$ cat config.mk
export PLATFORM = sky130hd
export DESIGN_NAME = udp_rx_pkt_writer_flat
export DESIGN_NICKNAME = d
export VERILOG_FILES = /design/src/rtl/udp_rx_pkt_writer_if.sv /design/src/rtl/udp_rx_pkt_writer.sv /design/src/flat_wrapper.sv
export SDC_FILE = /design/constraint.sdc
export NUM_CORES = 1
export LEC_CHECK = 0
export ABC_AREA = 0
export BUFFER_PORTS_ARGS = -buffer_cell sky130_fd_sc_hd__buf_2
export CORE_MARGIN = 3
export CORE_UTILIZATION = 42
export DETAILED_ROUTE_END_ITERATION = 7
export HOLD_SLACK_MARGIN = 0.06
export PLACE_DENSITY = 0.68
export SETUP_SLACK_MARGIN = 0.05
export SLEW_MARGIN = 15
export SYNTH_ARGS = -nofsm -noshare
export SYNTH_HDL_FRONTEND = slang
export SYNTH_SLANG_ARGS = --single-unit
$ cat constraint.sdc
create_clock -name clk -period 4.9 [get_ports clk]
set_input_delay 0 -clock clk [delete_from_list [all_inputs] [get_ports clk]]
set_output_delay 0 -clock clk [all_outputs]
set_load 0.005 [all_outputs]
$ cat src/rtl/udp_rx_pkt_writer_if.sv
// Byte stream into the UDP RX packet writer: payload byte, valid/ready handshake,
// end-of-frame and frame-error flags.
interface udp_rx_pkt_writer_if;
  logic [7:0] s_data;
  logic       s_valid;
  logic       s_last;
  logic       s_err;
  logic       s_ready;

  modport master (
    output s_data,
    output s_valid,
    output s_last,
    output s_err,
    input  s_ready
  );

  modport slave (
    input  s_data,
    input  s_valid,
    input  s_last,
    input  s_err,
    output s_ready
  );
endinterface

$ cat src/rtl/udp_rx_pkt_writer.sv
// Writes a byte stream into the UDP packet RAM and publishes wr_ptr only for clean frames.
// Optional macro UDP_RX_MIN_LEN_EN: clean frames shorter than MIN_LEN are dropped too.
module udp_rx_pkt_writer #(
  parameter int ADDR_W  = 11,
  parameter int MAX_LEN = 1500,
  parameter int MIN_LEN = 8
) (
  input  logic                clk,
  input  logic                rst,
  udp_rx_pkt_writer_if.slave  s,
  output logic [ADDR_W-1:0]   ram_addr,
  output logic [8:0]          ram_din,
  output logic                ram_we,
  output logic                ram_ce,
  input  logic [ADDR_W:0]     rd_ptr,
  output logic [ADDR_W:0]     wr_ptr,
  output logic                frm_done,
  output logic [ADDR_W-1:0]   frm_start,
  output logic [10:0]         frm_len,
  output logic [15:0]         drop_cnt
);

  typedef enum logic [1:0] {IDLE, WRITE, COMMIT, DROP} state_t;

  localparam logic [ADDR_W:0] FULL_USED = {1'b1, {ADDR_W{1'b0}}};
  localparam logic [ADDR_W:0] PTR_ONE   = (ADDR_W+1)'(1);
  localparam logic [11:0]     MAX_LEN_W = 12'(MAX_LEN);
  localparam logic [11:0]     MIN_LEN_W = 12'(MIN_LEN);
`ifdef UDP_RX_MIN_LEN_EN
  localparam logic            MIN_LEN_EN = 1'b1;
`else
  localparam logic            MIN_LEN_EN = 1'b0;
`endif

  state_t              state, state_n;
  logic [ADDR_W:0]     wp_work, wp_work_n;
  logic [ADDR_W:0]     wr_ptr_n;
  logic [10:0]         len, len_n;
  logic [ADDR_W-1:0]   frm_start_r, frm_start_n;
  logic                we_n;
  logic                drop_inc;
  logic                xfer;
  logic [ADDR_W:0]     used;
  logic                full;
  logic [11:0]         len_next;
  logic                too_long;
  logic                short_frm;
  logic                rollback;

  assign s.s_ready = (state != COMMIT);
  assign xfer      = s.s_valid & s.s_ready;

  // Occupancy is measured against the speculative pointer, so bytes of the
  // frame in flight already count against the reader's free space.
  assign used      = wp_work - rd_ptr;
  assign full      = (used == FULL_USED);
  assign len_next  = (state == IDLE) ? 12'd1 : ({1'b0, len} + 12'd1);
  assign too_long  = (len_next > MAX_LEN_W);
  assign short_frm = MIN_LEN_EN & s.s_last & (len_next < MIN_LEN_W);
  assign rollback  = full | too_long | (s.s_last & s.s_err) | short_frm;

  assign ram_ce    = ram_we;
  assign frm_done  = (state == COMMIT);
  assign frm_len   = frm_done ? len : '0;
  assign frm_start = frm_done ? frm_start_r : '0;

  always_comb begin
    state_n     = state;
    wp_work_n   = wp_work;
    wr_ptr_n    = wr_ptr;
    len_n       = len;
    frm_start_n = frm_start_r;
    we_n        = 1'b0;
    drop_inc    = 1'b0;
    case (state)
      IDLE, WRITE: begin
        if (xfer) begin
          if (rollback) begin
            // A rolled-back frame is counted here only if this byte ends it;
            // otherwise DROP counts it when the tail arrives.
            wp_work_n = wr_ptr;
            drop_inc  = s.s_last;
            state_n   = s.s_last ? IDLE : DROP;
          end else begin
            we_n      = 1'b1;
            wp_work_n = wp_work + PTR_ONE;
            len_n     = len_next[10:0];
            if (state == IDLE) frm_start_n = wp_work[ADDR_W-1:0];
            state_n   = s.s_last ? COMMIT : WRITE;
          end
        end
      end
      COMMIT: begin
        wr_ptr_n = wp_work;
        state_n  = IDLE;
      end
      DROP: begin
        if (xfer && s.s_last) begin
          drop_inc = 1'b1;
          state_n  = IDLE;
        end
      end
      default: state_n = IDLE;
    endcase
  end

  always_ff @(posedge clk) begin
    if (rst) begin
      state       <= IDLE;
      wp_work     <= '0;
      wr_ptr      <= '0;
      len         <= '0;
      frm_start_r <= '0;
      drop_cnt    <= '0;
      ram_we      <= 1'b0;
      ram_addr    <= '0;
      ram_din     <= '0;
    end else begin
      state       <= state_n;
      wp_work     <= wp_work_n;
      wr_ptr      <= wr_ptr_n;
      len         <= len_n;
      frm_start_r <= frm_start_n;
      ram_we      <= we_n;
      if (we_n) begin
        ram_addr <= wp_work[ADDR_W-1:0];
        ram_din  <= {s.s_last, s.s_data};
      end
      if (drop_inc && (drop_cnt != 16'hFFFF)) drop_cnt <= drop_cnt + 16'd1;
    end
  end

endmodule

$ cat src/flat_wrapper.sv
// flat-port wrapper written by rule: the top's interface ports become plain ports
module udp_rx_pkt_writer_flat 
#(
  parameter int ADDR_W  = 11,
  parameter int MAX_LEN = 1500,
  parameter int MIN_LEN = 8
)
  (clk, rst, ram_addr, ram_din, ram_we, ram_ce, rd_ptr, wr_ptr, frm_done, frm_start, frm_len, drop_cnt, s_s_data, s_s_valid, s_s_last, s_s_err, s_s_ready);
  udp_rx_pkt_writer_if s_i ();
  input  logic clk;
  input  logic rst;
  output logic [ADDR_W-1:0] ram_addr;
  output logic [8:0] ram_din;
  output logic ram_we;
  output logic ram_ce;
  input  logic [ADDR_W:0] rd_ptr;
  output logic [ADDR_W:0] wr_ptr;
  output logic frm_done;
  output logic [ADDR_W-1:0] frm_start;
  output logic [10:0] frm_len;
  output logic [15:0] drop_cnt;
  input wire logic [$bits(s_i.s_data)-1:0] s_s_data;
  input wire logic [$bits(s_i.s_valid)-1:0] s_s_valid;
  input wire logic [$bits(s_i.s_last)-1:0] s_s_last;
  input wire logic [$bits(s_i.s_err)-1:0] s_s_err;
  output wire logic [$bits(s_i.s_ready)-1:0] s_s_ready;
  assign s_i.s_data = s_s_data;
  assign s_i.s_valid = s_s_valid;
  assign s_i.s_last = s_s_last;
  assign s_i.s_err = s_s_err;
  assign s_s_ready = s_i.s_ready;
  udp_rx_pkt_writer #(.ADDR_W(ADDR_W), .MAX_LEN(MAX_LEN), .MIN_LEN(MIN_LEN)) u_core (.clk(clk), .rst(rst), .s(s_i), .ram_addr(ram_addr), .ram_din(ram_din), .ram_we(ram_we), .ram_ce(ram_ce), .rd_ptr(rd_ptr), .wr_ptr(wr_ptr), .frm_done(frm_done), .frm_start(frm_start), .frm_len(frm_len), .drop_cnt(drop_cnt));
endmodule
==> out/metrics.cfg, run 1 <==
[status]
status=completed

[clock_tree]
clock_latency_ns=0.34
h-tree-depth=3
cts_tree=done
cts_hold_buf=10
cts.clk_slew.worst_paths_ns=0.06
clock-sinks=85
cts-root-buf=clkbuf_16
cts_inserted_buffers=9
cts_setup_buffers=0
clk_path_buf_depth=2
cts_resized=0

[logic_synthesis]
synthXorXnorAreaFrac_pct=3.073
syn_inst=606
synth_area_mm2=0.004845
ys_types=61
yosysWarnings=0
synth_top_family_by_area=simple AND/OR/NAND/NOR gates
synth_top_area_share_pct=35.12
avgSynthCellArea_um2=7.994
synth_top_cell_by_area=dfxtp_1
synthArstFlopShare_pct=0
synth.ff_latch_count=85
synth-edff-count=0
netlist_top_cells_area=dfxtp_1, mux2i_1, nor2_1
seq_area_frac_synth_pct=35.12
synthAdderAreaFrac_pct=4.390
syn-num-nets=648
ys.flop_type=dfxtp_1
synthMuxAreaShare_pct=8.058
synthSimpleGateAreaFrac_pct=27.22
synth-compound-area-share_pct=16.48

[route]
drt-pass1-iter-count=5
wire_per_inst_um=16.57
totalWireLength_um=13900
drtAntennaViolNets=0
drc_errors=0
vias_per_cell=5.670
drtIter0Drc=387
vias=4757

[setup_path]
worstPathArrival_ns=4.38
worstSetupEndpointType=flip-flop
critPathMaxStageDelay_ns=0.46
cp_num_cells=20
r2r_cells=20
slowest_stage=dfxtp_1
worst_ep_required_time_ns=5.10
cp_max_fo=7
crit_type=flip-flop to flip-flop
crit_path_cell_trace=inv_1 > ha_1 > nand2b_1 > a211oi_2 > o21ai_1 > a221oi_1 > or3_1 > nor4b_4 > nor2_4 > inv_2 > ha_1 > inv_1 > o21ai_0 > nand2_1 > a31oi_1 > nand4_1 > nor2_1 > nand4_1 > xor2_1 > nor2_1
crit_family=simple AND/OR/NAND/NOR gates
path_buf_inv=3
worstSetupStartpointType=flip-flop

[floorplanning]
core-area_mm2=0.01108
die_w_um=113.4
die_h_um=113.4
start_util_pct=43.73
die-area_mm2=0.01286
num_rows=38
io_pins=99

[sta]
setup_viol=0
hold-worst-slack_ns=0.1262
skew_ns=0.006100
min_period_over_period_pct=85.29
rsz0062_at_grt=false
finalMaxSlewViolations=0
hold_violations=0
worst_pin_slew_ns=0.9150
min_period_ns=4.179
max-slew-margin-rel_pct=38.93
setup_tns_ns=0
fmaxAchievable_mhz=239.3

[global_route]
grt_pass1_wl_um=23050
grt_max_degree=65
grt_usage_pct=21.85
antenna_found_initial=0
grt_pass1_vias=4693
grt_overflow_total=0

[pwr]
p_leak_nw=2.603
peakVddDrop_mv=0.1868
powerDensity_mw_per_mm2=290.4

[placement]
globalplace.congestion=0.8532
io_buffers=98
dpl.hpwl_um=9858

[min_path]
hold_depth=2
hp-class=primary input to flip-flop

[job]
timing.max_cap.violations=0

[cells_and_area]
drive_above_1_share_pct=19.17
area_growth_pct=20.09
fin_nets=738
n_antenna_cell=0

[Yosys cell counts, drive strengths merged (13+ instances only)]
| library cell | number |
|---|---|
| nand3 | 28 |
| mux2i | 39 |
| and2 | 24 |
| clkbuf | 26 |
| nor2 | 76 |
| nor3 | 18 |
| a21oi | 40 |
| nand2 | 62 |
| inv | 26 |
| o21ai | 18 |
| buf | 13 |
| dfxtp | 85 |
| ha | 17 |
[routing by layer]
metal | part of all wire [%] | wire length, um | GRT usage [%]
met1 | 45 | 6235 | 29.00
met2 | 47 | 6503 | 35.15
met3 | 6.6 | 918 | 4.509
met4 | 1.8 | 246 | 8.173
met5 | 0 | 0 | 0
[area by class of cell]
type,instances,area (um^2)
repair buffers,118,665.6
fillers,1056,5260
flip-flops and latches,85,1702
multi-input cells,456,2874
clock inverters,4,75.07
well taps,140,175.2
inverters,26,97.59
clock buffers,10,229.0
[stage by stage]
stage	instances	utilization (%)	setup WS, ns	area [um^2]	power [mW]
floorplan	606	-	0.9580	4845	0.9135
global placement	815	48.87	0.8470	5414	0.9833
detailed placement	815	48.87	0.8500	5414	0.9847
CTS	839	52.52	0.8107	5818	1.700
global route	839	52.52	0.4607	5818	1.763
finish	839	52.52	0.7210	5818	1.690
[state kept, by name, summed over array words and instances, names as in the netlist]
register            flops
u_core.wr_ptr          12
u_core.ram_ce           1
u_core.drop_cnt        16
u_core.frm_start_r     11
u_core.ram_addr        11
u_core.len             11
u_core.ram_din          9
u_core.state            2
u_core.wp_work         12
[worst paths after layout]
path                     start  slack, ns                  end
max          u_core.wp_work[0]       0.72  u_core.drop_cnt[15]
min                        rst       0.13   u_core.ram_addr[7]
max reg2reg  u_core.wp_work[0]       0.72  u_core.drop_cnt[15]
min reg2reg   u_core.wr_ptr[1]       0.48     u_core.wr_ptr[1]
[kinds of logic after synthesis]
logic type | Yosys count
xor+xnor | 17
flops | 85
simple gates | 265
buf+inv | 65
compound gates | 118
fa+ha+maj | 17
mux | 39
[worst reg2reg max path, delay by kind of cell, from the launching register on]
family | cells | cell delay (ns)
buffers and inverters | 3 | 0.22
xor gates and xnor gates | 1 | 0.16
AOI/OAI and AO/OA | 5 | 1.19
adders and majority gates | 2 | 0.35
DFF | 1 | 0.46
and+or+nand+nor | 9 | 1.65
[power breakdown]
part	internal [mW]	total [mW]	switching (mW)	leakage [nW]
clock network	0.441	0.712	0.271	0.141
registers	0.713	0.742	0.0296	0.690
logic	0.0973	0.235	0.138	1.77
total	1.25	1.69	0.439	2.60
[layout by cell type (no fill, tap or decap), types with 3 or more instances in the layout]
cell type / instances
buf_2: 98
dfxtp_1: 85
nor2_1: 74
nand2_1: 62
a21oi_1: 40
mux2i_1: 39
nand3_1: 28
inv_1: 25
and2_1: 24
nor3_1: 17
ha_1: 17
o21ai_0: 16
xor2_1: 12
dlygate4sd3_1: 10
buf_4: 10
and3_1: 9
clkbuf_16: 9
nand4_1: 8
a31oi_1: 8
nand2b_1: 6
nor2b_1: 6
a22oi_1: 6
o31ai_1: 6
a221oi_1: 6
xnor2_1: 5
nand3b_1: 5
or3_1: 5
nor4_1: 4
a21o_1: 4
a211oi_1: 3
or4_1: 3
o211ai_1: 3
a21bo_2: 3
Power figures use the tool's default switching activity.
==> inputs of run 2 (changes only) <==
--- a/config.mk
+++ b/config.mk
@@ -7,6 +7,7 @@
 export LEC_CHECK = 0
 export ABC_AREA = 0
 export BUFFER_PORTS_ARGS = -buffer_cell sky130_fd_sc_hd__buf_2
+export CORE_ASPECT_RATIO = 1.5
 export CORE_MARGIN = 3
 export CORE_UTILIZATION = 42
 export DETAILED_ROUTE_END_ITERATION = 7
==> out/metrics.cfg, run 2 (synthesized netlist as in run 1, its figures left out) <==
[pwr]
pwr-share-seq_pct=43.8
switching_share_pct=27.20
p_leak_nw=2.619
powerDensity_mw_per_mm2=289.2
comb_power_share_pct=14.1
p_switching_uw=459.1
totalPowerFinal_mw=1.688
p_clk_share_pct=42.1
intPower_mw=1.229
peakVddDrop_mv=0.2008

[sta]
timing.final.ws_setup_ns=0.7192
setup_tns_ns=0
min_period_over_period_pct=85.32
finalMaxSlewViolations=0
setup_viol=0
fmaxAchievable_mhz=239.2
max-slew-margin-rel_pct=30.89
worst_pin_slew_ns=1.037
min_period_ns=4.181
rsz0062_at_grt=false
skew_ns=0.008343
hold_violations=0

[setup_path]
crit_type=flip-flop to flip-flop
worst_ep_required_time_ns=5.12
worstPathArrival_ns=4.40
r2r-end=u_core.drop_cnt[15]
rrSetupSlack_ns=0.72
cp_max_fo=10
worstSetupEndpointType=flip-flop
reg2reg_from=u_core.wp_work[4]
r2r_cells=18
worstSetupStartpointType=flip-flop

[placement]
globalplace.congestion=0.9240
preCtsSetupSlack_ns=0.7037
dp_cells=822
dpl.hpwl_um=9953
io_buffers=98

[cells_and_area]
registers.top_by_ff_count=u_core.drop_cnt
instances_no_fill=848
fillers=1083
n_antenna_cell=0
fin_nets=738
area_growth_pct=20.51
drive_above_1_share_pct=19.54
most-common-layout-cells=buf_2, dfxtp_1, nor2_1, nand2_1, a21oi_1
final_common_cell=buf_2
reg_top3=u_core.drop_cnt x16, u_core.wp_work x12, u_core.wr_ptr x12
largest_reg_flops=16

[floorplanning]
num_rows=47
die_h_um=137.5
die-area_mm2=0.01289
core-area_mm2=0.01117
start_util_pct=43.36
die_w_um=93.69
io_pins=99

[global_route]
grt_pass1_vias=4560
grt_pass1_wl_um=22410
grt_overflow_total=0
grt_usage_pct=21.75
grt_max_degree=54
antenna_found_initial=0

[route]
vias=4660
drc_errors=0
drtIter0Drc=338
totalWireLength_um=13670
drt-pass1-iter-count=5
wire_per_inst_um=16.12
vias_per_cell=5.495
drtAntennaViolNets=0

[job]
timing.max_cap.violations=0

[clock_tree]
cts_resized=0
cts_tree=done
cts-root-buf=clkbuf_16
clock-sinks=85
h-tree-depth=3
cts_inserted_buffers=9
clock_latency_ns=0.34
clk_path_buf_depth=2
cts.clk_slew.worst_paths_ns=0.07

[min_path]
hold_depth=2
hp-class=primary input to flip-flop
min_to=u_core.drop_cnt[2]
min_from=rst

[status]
status=completed

## run 2: changes by cell type in the layout (fill, tap and decap cells not counted), sizes merged
cell	change
inv	+4
bufinv	-1
clkinvlp	-2
clkinv	+1
## run 2: routing by layer
layer | up-vias | share of wire, % | wire length [um] | global-route usage, %
met4 | 0 | 2.0 | 274 | 7.791
met2 | 153 | 53 | 7243 | 39.35
met5 | - | 0 | 0 | 0
met3 | 19 | 5.3 | 720 | 4.208
li1 | 2313 | - | - | -
met1 | 2175 | 40 | 5432 | 25.18
## run 2: worst max-delay path: stages, from the launching register on
cell,delay [ns]
dfxtp_1,0.53
ha_1,0.37
a21o_1,0.24
o2111a_1,0.32
nor3_1,0.33
a311oi_4,0.10
nor4b_4,0.40
nor2_4,0.05
inv_2,0.17
ha_1,0.18
inv_1,0.03
o21ai_0,0.13
nand2_1,0.10
a31oi_1,0.22
nand4_1,0.20
nor2_1,0.30
nand4_1,0.16
xor2_1,0.16
nor2_1,0.05
## run 2: how the worst max path moves through the flow
stage	to	start	cells after the start	slack (ns)
after floorplan	u_core.drop_cnt[15]	u_core.wp_work[6]	20	0.96
after global placement	u_core.drop_cnt[15]	u_core.wp_work[6]	19	0.79
after detailed placement	u_core.drop_cnt[15]	u_core.wp_work[6]	19	0.70
after CTS	u_core.drop_cnt[15]	u_core.wp_work[6]	19	0.68
after global routing	u_core.drop_cnt[15]	u_core.wp_work[4]	19	0.30
final	u_core.drop_cnt[15]	u_core.wp_work[4]	18	0.72
## run 2: power groups by stage
stage	clock, mW	sequential (mW)	combinational (mW)
finish	0.711	0.739	0.238
global route	0.753	0.742	0.264
CTS	0.729	0.738	0.238
detailed placement	0	0.753	0.231
global placement	0	0.753	0.230
floorplan	0	0.743	0.170
## run 2: metrics by stage
stage | hold WS [ns] | util (%) | cell area [um^2]
floorplan | 0.1472 | - | 4845
global placement | 0.2349 | 48.53 | 5423
detailed placement | 0.2490 | 48.53 | 5423
CTS | 0.3056 | 52.25 | 5838
global route | 0.3689 | 52.25 | 5838
finish | 0.3361 | 52.25 | 5838
## run 2: layout make-up
type	instances	area, um^2	share of cell area, %
multi-input combinational	456	2874	49.23
sequential	85	1702	29.15
timing repair buffer	118	665.6	11.40
clock buffer	10	239.0	4.093
tap	147	183.9	3.150
inverter	26	97.59	1.672
clock inverter	6	76.32	1.307
## run 2: repair_timing
item                                   in CTS  in global routing
hold buffers                               10                  0
endpoints found under the hold margin      11                  0
buffers inserted                            0                  0
